$ cat config.mk
export PLATFORM = sky130hd
export DESIGN_NAME = bus_scan_mux_flat
export DESIGN_NICKNAME = d
export VERILOG_FILES = /design/src/rtl/bus_scan_mux_if.sv /design/src/rtl/bus_scan_mux.sv /design/src/flat_wrapper.sv
export SDC_FILE = /design/constraint.sdc
export NUM_CORES = 1
export LEC_CHECK = 0
export ABC_AREA = 1
export CAP_MARGIN = 5
export CORE_AREA = 2 2 113 115
export DETAILED_ROUTE_END_ITERATION = 10
export DIE_AREA = 0 0 115 117
export HOLD_SLACK_MARGIN = 0.15
export PLACE_DENSITY_LB_ADDON = 0.2
export SLEW_MARGIN = 20
export SYNTH_ARGS = -nofsm -noshare
export SYNTH_HDL_FRONTEND = slang
export SYNTH_SLANG_ARGS = --single-unit
export TNS_END_PERCENT = 20
$ cat constraint.sdc
create_clock -name clk -period 2.9 [get_ports clk]
set_input_delay 0.87 -clock clk [delete_from_list [all_inputs] [get_ports clk]]
set_output_delay 0.87 -clock clk [all_outputs]
set_load 0.02 [all_outputs]
$ cat src/rtl/bus_scan_mux_if.sv
// Handshake and data bundle for bus_scan_mux.
// The consumer-side master drives the request; the mux is the slave.
interface bus_scan_mux_if #(
   parameter int WIDTH    = 16,
   parameter int CHANNELS = 16,
   parameter int SELW     = 4
);
   logic [CHANNELS*WIDTH-1:0] in_bus;
   logic [SELW-1:0]           sel;
   logic                      mode;
   logic                      start;
   logic                      out_ready;
   logic [WIDTH-1:0]          out_bus;
   logic [SELW-1:0]           out_sel;
   logic                      out_valid;
   logic                      busy;
   logic                      done;
   logic                      sel_err;

   modport master (
      output in_bus, sel, mode, start, out_ready,
      input  out_bus, out_sel, out_valid, busy, done, sel_err
   );

   modport slave (
      input  in_bus, sel, mode, start, out_ready,
      output out_bus, out_sel, out_valid, busy, done, sel_err
   );
endinterface

$ cat src/rtl/bus_scan_mux.sv
// Channel mux with single direct read or ordered scan of all channels.
// Output word is held under back-pressure and released on valid/ready.
module bus_scan_mux #(
   parameter int WIDTH    = 16,
   parameter int CHANNELS = 16,
   parameter int SELW     = 4
) (
   input logic clk,
   input logic reset,
   bus_scan_mux_if.slave bus
);
   typedef enum logic {IDLE, XFER} state_t;

   localparam logic [SELW-1:0] LAST = SELW'(CHANNELS - 1);

   state_t           state;
   state_t           nextState;
   logic             scanMode;
   logic [SELW-1:0]  scanIdx;
   logic [WIDTH-1:0] outBus;
   logic [SELW-1:0]  outSel;
   logic             outValid;
   logic             doneQ;
   logic             selErr;

   logic             load;
   logic             finish;
   logic             badSel;
   logic [SELW-1:0]  loadIdx;
   logic [WIDTH-1:0] loadData;

   // Next state, capture request and completion decode
   always_comb begin
      nextState = state;
      load      = 1'b0;
      finish    = 1'b0;
      badSel    = 1'b0;
      loadIdx   = scanIdx + SELW'(1);
      case (state)
         IDLE: begin
            if (bus.start) begin
               nextState = XFER;
               load      = 1'b1;
               loadIdx   = bus.mode ? '0 : bus.sel;
               badSel    = !bus.mode &&
                           (32'(bus.sel) >= 32'(CHANNELS));
            end
         end
         XFER: begin
            if (outValid && bus.out_ready) begin
               if (scanMode && scanIdx != LAST) begin
                  load = 1'b1;
               end else begin
                  nextState = IDLE;
                  finish    = 1'b1;
               end
            end
         end
         default: nextState = IDLE;
      endcase
   end

   // Channel select; indices past the last channel read as zero
   always_comb begin
      loadData = '0;
      for (int k = 0; k < CHANNELS; k++) begin
         if (loadIdx == SELW'(k)) begin
            loadData = bus.in_bus[k*WIDTH +: WIDTH];
         end
      end
   end

   // State register
   always_ff @(posedge clk or posedge reset) begin
      if (reset) state <= IDLE;
      else       state <= nextState;
   end

   // Output word, scan index, done pulse and sticky error flag
   always_ff @(posedge clk or posedge reset) begin
      if (reset) begin
         outBus   <= '0;
         outSel   <= '0;
         outValid <= 1'b0;
         doneQ    <= 1'b0;
         selErr   <= 1'b0;
         scanMode <= 1'b0;
         scanIdx  <= '0;
      end else begin
         doneQ <= finish;
         if (load) begin
            outBus   <= loadData;
            outSel   <= loadIdx;
            outValid <= 1'b1;
            scanIdx  <= loadIdx;
         end else if (finish) begin
            outValid <= 1'b0;
         end
         if (state == IDLE && bus.start) scanMode <= bus.mode;
         if (badSel) selErr <= 1'b1;
      end
   end

   assign bus.out_bus   = outBus;
   assign bus.out_sel   = outSel;
   assign bus.out_valid = outValid;
   assign bus.done      = doneQ;
   assign bus.sel_err   = selErr;
   assign bus.busy      = (state == XFER);
endmodule
$ cat src/flat_wrapper.sv
// flat-port wrapper written by rule: the top's interface ports become plain ports
module bus_scan_mux_flat 
#(
   parameter int WIDTH    = 16,
   parameter int CHANNELS = 16,
   parameter int SELW     = 4
)
  (clk, reset, bus_in_bus, bus_sel, bus_mode, bus_start, bus_out_ready, bus_out_bus, bus_out_sel, bus_out_valid, bus_busy, bus_done, bus_sel_err);
  bus_scan_mux_if #(.WIDTH(WIDTH), .CHANNELS(CHANNELS), .SELW(SELW)) bus_i ();
  input logic clk;
  input logic reset;
  input wire logic [$bits(bus_i.in_bus)-1:0] bus_in_bus;
  input wire logic [$bits(bus_i.sel)-1:0] bus_sel;
  input wire logic [$bits(bus_i.mode)-1:0] bus_mode;
  input wire logic [$bits(bus_i.start)-1:0] bus_start;
  input wire logic [$bits(bus_i.out_ready)-1:0] bus_out_ready;
  output wire logic [$bits(bus_i.out_bus)-1:0] bus_out_bus;
  output wire logic [$bits(bus_i.out_sel)-1:0] bus_out_sel;
  output wire logic [$bits(bus_i.out_valid)-1:0] bus_out_valid;
  output wire logic [$bits(bus_i.busy)-1:0] bus_busy;
  output wire logic [$bits(bus_i.done)-1:0] bus_done;
  output wire logic [$bits(bus_i.sel_err)-1:0] bus_sel_err;
  assign bus_i.in_bus = bus_in_bus;
  assign bus_i.sel = bus_sel;
  assign bus_i.mode = bus_mode;
  assign bus_i.start = bus_start;
  assign bus_i.out_ready = bus_out_ready;
  assign bus_out_bus = bus_i.out_bus;
  assign bus_out_sel = bus_i.out_sel;
  assign bus_out_valid = bus_i.out_valid;
  assign bus_busy = bus_i.busy;
  assign bus_done = bus_i.done;
  assign bus_sel_err = bus_i.sel_err;
  bus_scan_mux #(.WIDTH(WIDTH), .CHANNELS(CHANNELS), .SELW(SELW)) u_core (.clk(clk), .reset(reset), .bus(bus_i));
endmodule
==> results.md <==
* CP Capture Type: register
* DPL Wire Length at ~14000 um
* Final antenna-violating net count at 0
* N_diodes at 0
* Vias at roughly 5000
* Gr ovfl total at 0
* Yosys reg bits at 24
* CTS Buf Count at 3
* CP Launch Point: bus_mode
* Post-Route Skew at 0.00464 ns
* Largest area contributor in the netlist: nand2_1
* Final Net Count at about 1200
* CTS tree: yes
* Share of layout cells above drive strength 1 at 0.135
* Power per cell area at 890 mW/mm^2
* Startpoint Class: input pin
* FF-to-FF path depth at 17
* Area delta synth->final at 113%
* Initial Util at 0.271
* Placed inst area at between 0.006 and 0.007 mm^2
* Syn avg cell area at roughly 5.3 um^2
* Port-buffer cells at between 200 and 300
* Final Hold Fails at 0
* Post-Layout Inst Area at 0.00709 mm^2
* Slew headroom at 0.657
* First-pass GRT wire length at around 25000 um
* Most frequent cells in the layout: clkdlybuf4s50_1, nand2_1, nor2_1
* Reg2reg start: u_core.scanIdx[1]
* Final Wtd Congestion at 0.879
* Final Max Tran Viols at 0
* Hold-fix buffers, CTS at 0
* Largest net degree at the start of global routing at 40
* Seq/Total Area, Yosys at 0.180
* Drt total wl at between 15000 and 20000 um
* CTS HTree Levels at 1
* Peak VDD IR at a little under 600 uV
* Maximum clock path buffer count at 2
* Die Wd at about 120 um
* Final setup fails at 0
* DIE HEIGHT at ~120 um
* Fin crit share at 0.937
* Fillers at about 1200
* Initial DRT Pass Iterations at 4
* Clk_lat worst skew at ~0.26 ns
* Total of max-cap violations at 0
* Arrival @ worst endpoint at 2.88 ns
* CP Class: input pin to register
* Total GRT Usage at 0.236
* Fin cells at ~1100
* Vias per Instance at ~4.6
* Routed len/inst at about 15 um
* DRC at 0
* Die footprint at between 0.01 and 0.015 mm^2
* Worst Path Required at about 3 ns
* Initial antenna violation count at 0
* Num ports at slightly below 300
* Synth top area share at 0.284
* Worst Hold Class: register to register
* Clock Sinks at 24
* Slew @ Worst Pin at 0.514 ns
* RSZ-0062 raised after global routing: yes
* Vias in the first global route at 5037
* Dpl cells at 1108
* Fmax at 368 MHz
* CTS clk-pin slew, worst paths at approximately 0.06 ns
* Tmin final at roughly 2.7 ns
* Post-synth cell types at 28
* Worst R2R Setup Slack at around 0.25 ns
* Iteration-0 DRC Markers at between 200 and 250
* Post-Syn Instances at between 600 and 700
* Core area at about 0.012 mm^2
* Most common cell after layout, fill and taps aside: clkdlybuf4s50_1
* Setup crit end: u_core.bus.out_bus[10]
* Cell Area, Synth at between 0.003 and 0.004 mm^2
* Synth area leaders: nand2_1, dfrtp_1, nor2_1
* Row Count at just over 40
* Crit Reg-Reg Endpoint: u_core.bus.out_bus[5]
* Peak fanout along the critical path at 7
* CTS root buffer: clkbuf_16
* Net Count, Synth at 898
* Outcome: completed
* Setup TNS at 0 ns
* Yosys warns at 0
* Lkg Pwr at between 3 and 4 nW
## state kept, by name, indices dropped and copies added, names as in the netlist
name,flops
u_core.bus.busy,1
u_core.bus.done,1
u_core.bus.out_bus,16
u_core.bus.out_valid,1
u_core.scanIdx,4
u_core.scanMode,1
## what timing repair did
| item | in CTS | in global routing |
|---|---|---|
| gates resized for setup | 11 | 25 |
| pin swaps | 12 | 16 |
| setup endpoints to repair | 16 | 16 |
| setup buffers | 4 | 1 |
## layer usage
layer | GRT usage | up-vias | routed length [um]
met3 | 0.0499 | 20 | 1400
met1 | 0.289 | 2247 | 6870
met4 | 0.0610 | 0 | 315
met5 | 0 | - | 0
li1 | - | 2663 | -
met2 | 0.422 | 203 | 7990
## report_power, final
| part | switching, mW | total (mW) | internal (mW) | leakage [nW] |
|---|---|---|---|---|
| clock | 0.119 | 0.302 | 0.183 | 0.0370 |
| sequential | 0.115 | 0.609 | 0.494 | 0.298 |
| combinational | 3.00 | 5.40 | 2.40 | 2.88 |
| total | 3.24 | 6.31 | 3.07 | 3.21 |
## how the worst min path moves through the flow
stage / startpoint / end / slack, ns / cells past startpoint
after detailed placement: u_core.bus.out_bus[0] / u_core.bus.out_bus[0] / 0.46 / 2
after floorplan: u_core.scanMode / u_core.scanMode / 0.47 / 2
after CTS: u_core.bus.out_bus[0] / u_core.bus.out_bus[0] / 0.48 / 2
after global routing: u_core.bus.out_bus[0] / u_core.bus.out_bus[0] / 0.50 / 2
final: u_core.bus.out_bus[0] / u_core.bus.out_bus[0] / 0.48 / 2
after global placement: u_core.bus.out_bus[10] / u_core.bus.out_bus[10] / 0.47 / 2
## area by class of cell
type | count | area (um^2) | area share
clock buffer | 3 | 75.1 | 0.0106
inverter | 69 | 267 | 0.0376
multi-input combinational | 514 | 2430 | 0.342
sequential | 24 | 601 | 0.0847
tap | 150 | 188 | 0.0265
timing repair buffer | 356 | 3540 | 0.499
## worst max-delay path, cell delays in order
cell and delay, ns:
dlygate4sd2_1 0.25, inv_2 0.09, nand3_2 0.09, nor2_4 0.11, nor2_4 0.05, buf_4 0.14, nand2_4 0.09, buf_4 0.12
nor2_4 0.05, buf_4 0.16, buf_4 0.15, nand2_1 0.05, nand4_1 0.10, nand2_1 0.08, nand4_1 0.09, nor2_1 0.14
nand4_1 0.12, nand2_1 0.07, nand2_1 0.04
## synth_stat cells
master / count
nand3_1: 29
nand4_1: 50
o21ai_0: 5
a21oi_1: 39
a21oi_2: 3
nor3_1: 1
buf_6: 2
xnor2_1: 1
nand2_4: 4
dfrtp_1: 24
nand2_2: 4
nor2_1: 100
nor2_2: 4
clkbuf_1: 9
inv_6: 1
nand2_1: 252
nor2_4: 11
or2_2: 3
inv_2: 9
nor3b_1: 2
buf_4: 5
inv_1: 59
or2_0: 2
buf_2: 9
nor4_1: 1
o21ai_1: 1
ha_1: 1
conb_1: 1
## stage by stage
stage / util / setup WS [ns] / power [mW] / hold WS, ns
after global routing: 0.576 / -0.0390 / 6.96 / 0.501
final: 0.576 / 0.183 / 6.31 / 0.476
after floorplan: - / 0.560 / 3.52 / 0.467
after CTS: 0.569 / 0.00774 / 6.21 / 0.481
after detailed placement: 0.557 / -0.578 / 5.73 / 0.464
after global placement: 0.557 / -0.538 / 5.69 / 0.468
## kinds of logic (layout without fill, tap and decap cells)
| kind of cell | count (synthesis) | after routing | share of synthesized area |
|---|---|---|---|
| AO/OA/AOI/OAI | 48 | 48 | 0.0754 |
| flip-flops | 24 | 24 | 0.180 |
| other | 1 | 1 | 0.00112 |
| buffers and inverters | 94 | 428 | 0.121 |
| XOR/XNOR | 1 | 1 | 0.00263 |
| AND/OR/NAND/NOR | 463 | 463 | 0.616 |
| adder cells (fa/ha/maj) | 1 | 1 | 0.00375 |
Note: power is estimated with default switching activity, not from simulation.
